===== src/rtl/disp_timing_ctrl.sv =====
// Display timing controller: panel power sequencing, pixel clock,
// sync/DEN generation and active-area coordinates for a parallel RGB panel.
module disp_timing_ctrl #(
  parameter int H_ACTIVE = 480,
  parameter int H_FP     = 2,
  parameter int H_SYNC   = 41,
  parameter int H_BP     = 2,
  parameter int V_ACTIVE = 272,
  parameter int V_FP     = 2,
  parameter int V_SYNC   = 10,
  parameter int V_BP     = 2,
  parameter int PWR_DLY  = 1024
) (
  input  logic       Clk,
  input  logic       Reset,
  input  logic       enable,
  output logic       HSYNC,
  output logic       VSYNC,
  output logic       DEN,
  output logic       DISP_CLK,
  output logic       DISP_EN,
  output logic [9:0] pix_x,
  output logic [9:0] pix_y,
  output logic       frame_start,
  output logic       status
);

  localparam int H_TOTAL = H_SYNC + H_BP + H_ACTIVE + H_FP;
  localparam int V_TOTAL = V_SYNC + V_BP + V_ACTIVE + V_FP;
  localparam int DW      = $clog2(PWR_DLY + 1);

  localparam logic [9:0]  H_LAST = 10'(H_TOTAL - 1);
  localparam logic [9:0]  V_LAST = 10'(V_TOTAL - 1);
  localparam logic [10:0] HS_END = 11'(H_SYNC);
  localparam logic [10:0] VS_END = 11'(V_SYNC);
  localparam logic [10:0] HA_BEG = 11'(H_SYNC + H_BP);
  localparam logic [10:0] VA_BEG = 11'(V_SYNC + V_BP);
  localparam logic [10:0] HA_END = 11'(H_SYNC + H_BP + H_ACTIVE);
  localparam logic [10:0] VA_END = 11'(V_SYNC + V_BP + V_ACTIVE);

  // Power-up holds one extra cycle so RUN starts on a DISP_CLK high phase.
  localparam logic [DW-1:0] UP_END = DW'(PWR_DLY);
  localparam logic [DW-1:0] DN_END = DW'(PWR_DLY - 1);

  typedef enum logic [1:0] {
    OFF,
    PWR_UP,
    RUN,
    PWR_DN
  } state_e;

  state_e        state_q, state_d;
  logic [DW-1:0] dly_q, dly_d;
  logic          stop_q, stop_d;
  logic [9:0]    hcnt_q, hcnt_d;
  logic [9:0]    vcnt_q, vcnt_d;
  logic          dclk_q, dclk_d;
  logic          hs_q, hs_d;
  logic          vs_q, vs_d;
  logic          den_q, den_d;
  logic          en_q, en_d;
  logic          fs_q, fs_d;
  logic [9:0]    px_q, px_d;
  logic [9:0]    py_q, py_d;

  logic          tick;
  logic          last;
  logic          run_d;
  logic          h_act;
  logic          v_act;
  logic [10:0]   hx;
  logic [10:0]   vx;

  always_comb begin
    state_d = state_q;
    stop_d  = stop_q;
    tick    = (state_q == RUN) && dclk_q;
    last    = (hcnt_q == H_LAST) && (vcnt_q == V_LAST);
    unique case (state_q)
      OFF: begin
        if (enable) state_d = PWR_UP;
      end
      PWR_UP: begin
        if (!enable)              state_d = OFF;
        else if (dly_q == UP_END) state_d = RUN;
      end
      RUN: begin
        stop_d = ~enable;
        if (tick && last && stop_q) state_d = PWR_DN;
      end
      PWR_DN: begin
        if (dly_q == DN_END) state_d = OFF;
      end
      default: state_d = OFF;
    endcase
    if (state_d != RUN) stop_d = 1'b0;
  end

  always_comb begin
    dly_d = '0;
    if ((state_d == state_q) &&
        ((state_q == PWR_UP) || (state_q == PWR_DN)))
      dly_d = dly_q + 1'b1;
  end

  always_comb begin
    hcnt_d = hcnt_q;
    vcnt_d = vcnt_q;
    if (tick) begin
      if (hcnt_q == H_LAST) begin
        hcnt_d = '0;
        vcnt_d = (vcnt_q == V_LAST) ? '0 : vcnt_q + 1'b1;
      end else begin
        hcnt_d = hcnt_q + 1'b1;
      end
    end
    if (state_d != RUN) begin
      hcnt_d = '0;
      vcnt_d = '0;
    end
  end

  // Decode from next counts so every output lands on the counter edge.
  always_comb begin
    run_d  = (state_d == RUN);
    hx     = {1'b0, hcnt_d};
    vx     = {1'b0, vcnt_d};
    h_act  = (hx >= HA_BEG) && (hx < HA_END);
    v_act  = (vx >= VA_BEG) && (vx < VA_END);
    dclk_d = (state_q != OFF) && (state_d != OFF) && !dclk_q;
    hs_d   = !(run_d && (hx < HS_END));
    vs_d   = !(run_d && (vx < VS_END));
    den_d  = run_d && h_act && v_act;
    px_d   = den_d ? 10'(hx - HA_BEG) : '0;
    py_d   = den_d ? 10'(vx - VA_BEG) : '0;
    en_d   = run_d;
    fs_d   = run_d && ((state_q != RUN) ||
             (tick && (hcnt_d == '0) && (vcnt_d == '0)));
  end

  always_ff @(posedge Clk) begin
    if (Reset) begin
      state_q <= OFF;
      dly_q   <= '0;
      stop_q  <= 1'b0;
      hcnt_q  <= '0;
      vcnt_q  <= '0;
      dclk_q  <= 1'b0;
      hs_q    <= 1'b1;
      vs_q    <= 1'b1;
      den_q   <= 1'b0;
      en_q    <= 1'b0;
      fs_q    <= 1'b0;
      px_q    <= '0;
      py_q    <= '0;
    end else begin
      state_q <= state_d;
      dly_q   <= dly_d;
      stop_q  <= stop_d;
      hcnt_q  <= hcnt_d;
      vcnt_q  <= vcnt_d;
      dclk_q  <= dclk_d;
      hs_q    <= hs_d;
      vs_q    <= vs_d;
      den_q   <= den_d;
      en_q    <= en_d;
      fs_q    <= fs_d;
      px_q    <= px_d;
      py_q    <= py_d;
    end
  end

  assign HSYNC       = hs_q;
  assign VSYNC       = vs_q;
  assign DEN         = den_q;
  assign DISP_CLK    = dclk_q;
  assign DISP_EN     = en_q;
  assign pix_x       = px_q;
  assign pix_y       = py_q;
  assign frame_start = fs_q;
  assign status      = en_q;

endmodule


===== config.mk =====
export PLATFORM = sky130hd
export DESIGN_NAME = disp_timing_ctrl
export DESIGN_NICKNAME = d
export VERILOG_FILES = /design/src/rtl/disp_timing_ctrl.sv
export SDC_FILE = /design/constraint.sdc
export NUM_CORES = 1
export LEC_CHECK = 0
export ABC_CLOCK_PERIOD_IN_PS = 6600
export BUFFER_PORTS_ARGS = -buffer_cell sky130_fd_sc_hd__buf_2
export CAP_MARGIN = 20
export CORE_MARGIN = 5
export CORE_UTILIZATION = 55
export DETAILED_ROUTE_END_ITERATION = 8
export PLACE_DENSITY = 0.75
export SYNTH_ARGS = -nofsm -noshare
export SYNTH_HDL_FRONTEND = slang
export SYNTH_SLANG_ARGS = --single-unit

===== constraint.sdc =====
create_clock -name Clk -period 6.6 [get_ports Clk]
set_input_delay 0 -clock Clk [delete_from_list [all_inputs] [get_ports Clk]]
set_output_delay 0 -clock Clk [all_outputs]
set_load 0.005 [all_outputs]

==> reports/qor.txt <==
Mean Syn Cell Area = 8.299 um^2
worst reg2reg setup slack = 2.41 ns
Post-Synthesis Cell Area = 0.003278 mm^2
TritonCTS clock tree = built
hold wc startpoint = Reset
Num CTS Buffers = 9
HPWL after DPL = 5478 um
Die ar. = 0.007604 mm^2
Routed WL per cell = 15.60 um
routed wire length = 7689 um
H-tree depth = 3
Core Footprint = 0.005851 mm^2
most common cell in the netlist = dfxtp_1
Post-synth EDFFs = 0
Slew Limit Fails = 0
crit-path cells = inv_1 -> ha_1 -> nor4bb_1 -> and4_1 -> a21oi_1 -> nor2_1 -> ha_1 -> o21a_1 -> o221a_2 -> a2111oi_0 -> o2111a_1 -> nand4_2 -> nor3_1
Tmin final = 4.188 ns
critical path class = reg2reg
dominant cells by area after synthesis = dfxtp_1 (37%), nor2_1 (4.7%), a21oi_1 (4.4%), xnor2_1 (4.3%), ha_1 (4.2%)
Worst Setup SP = dly_q[0]
worst path required time = 6.85 ns
post-synth cell types = 62
crit path launch type = flop
relative slew slack = 55.16%
worst r2r src = dly_q[0]
most used routing layer = met2
Bufs on Longest Clock Path = 2
fmax = 238.8 MHz
first-pass GRT wire length = 12940 um
Worst Path Max Fanout = 21
clk slew on worst S/H paths = 0.07 ns
GP Congestion = 0.9566
cts repair resizes = 0
Synth async-reset ratio = 0%
Layout area overhead = 10.99%
post-route insts no fill = 493
status = finished clean
Layout Skew = 0.008911 ns
Final setup viols = 0
drt first pass iters = 6
diodes inserted = 0
reg2reg end = pix_x[3]
routing usage on met1 = 30.30%
vias in the first global route = 2631
maxcap violations = 0
Yosys reg bits = 60
cell mode on critical path = ha_1
leakage power = 1.416 nW
pwr dens = 208.2 mW/mm^2
Critical Path AT = 4.44 ns
met2 GRT Util = 32.02%
Fin Setup TNS = 0 ns
worst min path class = in2reg
Clk Latency, worst-skew pair = 0.35 ns
Final Cycle Share = 63.45%
GR Layer Usage met3 = 4.825%
Placed Cells = 476
Vias = 2927
Chip Height = 87.20 um
# fillers = 493
VDD IR-drop max = 0.1726 mV
layout cells sized above 1 = 15.07%
post-synthesis sequential area ratio = 36.64%
Worst-Margin Slew = 0.6726 ns
RSZ-0062 raised after global routing = false
Yosys Warn Count = 0
setup bufs post-CTS = 0
DRC errors left = 0
Hold Path End = vcnt_q[3]
routed vias/inst = 5.937
syn nets = 409
initial DRC count = 228
Die Width = 87.20 um
Rows = 28
Hold Path Depth = 2
FF/Latch Area = 0.001201 mm^2
grt total ovfl = 0
slowest cell delay on critical path = 0.56 ns
CTS Hold Bufs = 1
top cells by count, synth = dfxtp_1 (60), nor2_1 (41), a21oi_1 (29), nand2_1 (29), nor3_1 (24)
Final Hold Fails = 0
R2R cell count = 13
Top FF cell, synth = dfxtp_1
multi-input logic area = 0.001899 mm^2
crit end category = flop
gr usage total = 21.72%
largest net degree at the start of global routing = 22
Slowest cell on crit path = a21oi_1
clk sink count = 60
Syn Inst Count = 395
initial antenna violation count = 0
Synth top area share = 36.64%
Nets = 427
Starting Density = 56.03%
cell taking the most area after synthesis = dfxtp_1
io pins = 30
Final ANT Viol Nets = 0
buffers added on ports = 29
Root Buffer = clkbuf_8
## layout by cell type, fill, tap and decap left out, types with 3 or more instances in the layout
master / count
or2_2: 5
and2_1: 3
nor2b_1: 4
buf_2: 29
o21ai_0: 14
a211o_1: 3
or3_1: 6
clkbuf_8: 10
nor3b_1: 3
nand3b_1: 3
inv_1: 15
and4_1: 6
a31oi_1: 4
xnor2_1: 16
a311o_1: 3
ha_1: 11
and3_1: 7
or4_1: 3
dfxtp_1: 60
nor2_1: 41
o21a_1: 3
xor2_1: 15
nand3_1: 16
a21oi_1: 29
nand2_1: 29
nor3_1: 24
nand4_1: 6
## worst max path at each step
stage	endpoint	slack, ns
global placement	pix_x[3]	2.74
floorplan	pix_x[5]	3.42
finish	pix_x[3]	2.41
detailed placement	pix_x[3]	2.53
CTS	pix_x[3]	2.49
global route	pix_x[3]	2.06
## registers in the layout, summed over array words and instances (netlist names)
name	flops
DEN	1
DISP_CLK	1
DISP_EN	1
HSYNC	1
VSYNC	1
dly_q	11
frame_start	1
hcnt_q	10
pix_x	10
pix_y	10
state_q	2
stop_q	1
vcnt_q	10
## layout make-up
cell class / instances / area share, %
multi-input cells: 297 / 52.20
flip-flops and latches: 60 / 33.01
repair buffers: 30 / 4.264
clock buffers: 10 / 3.783
clock inverters: 6 / 2.613
well taps: 75 / 2.579
inverters: 15 / 1.547
## logic make-up after synthesis
kind of cell	Yosys count	share of synthesized area [%]
buf+inv	38	5.420
fa+ha+maj	11	4.198
flops	60	36.64
xor+xnor	31	8.282
simple gates	174	28.89
compound gates	79	15.76
mux	2	0.8014
## metal layers
layer	up-vias	wire, um
li1	1448	-
met1	1348	3652
met2	116	3329
met3	15	573
met4	0	133
met5	-	0
## through the flow
step | hold WS (ns) | setup WS [ns] | utilization, % | area, um^2 | power (mW)
after CTS | 0.06192 | 2.493 | 62.19 | 3638 | 0.7624
after floorplan | 0.09460 | 3.421 | - | 3278 | 0.3760
after global routing | 0.08418 | 2.064 | 62.19 | 3638 | 0.7820
after detailed placement | 0.2393 | 2.527 | 58.04 | 3396 | 0.3780
after global placement | 0.2279 | 2.741 | 58.04 | 3396 | 0.3780
final | 0.06047 | 2.412 | 62.19 | 3638 | 0.7576
## worst max-delay path, delay by kind of cell (launching register included)
kind	cells	cell delay, ns
adders and majority gates	2	0.51
DFF	1	0.38
AOI/OAI and AO/OA	5	1.77
and+or+nand+nor	5	1.38
buffers and inverters	1	0.07
## where the power goes
| group | internal, mW | total (mW) | switching (mW) |
|---|---|---|---|
| Sequential | 0.362 | 0.364 | 0.00127 |
| Combinational | 0.00237 | 0.00645 | 0.00408 |
| Clock | 0.227 | 0.388 | 0.161 |
(Power assumes the default switching activity.)
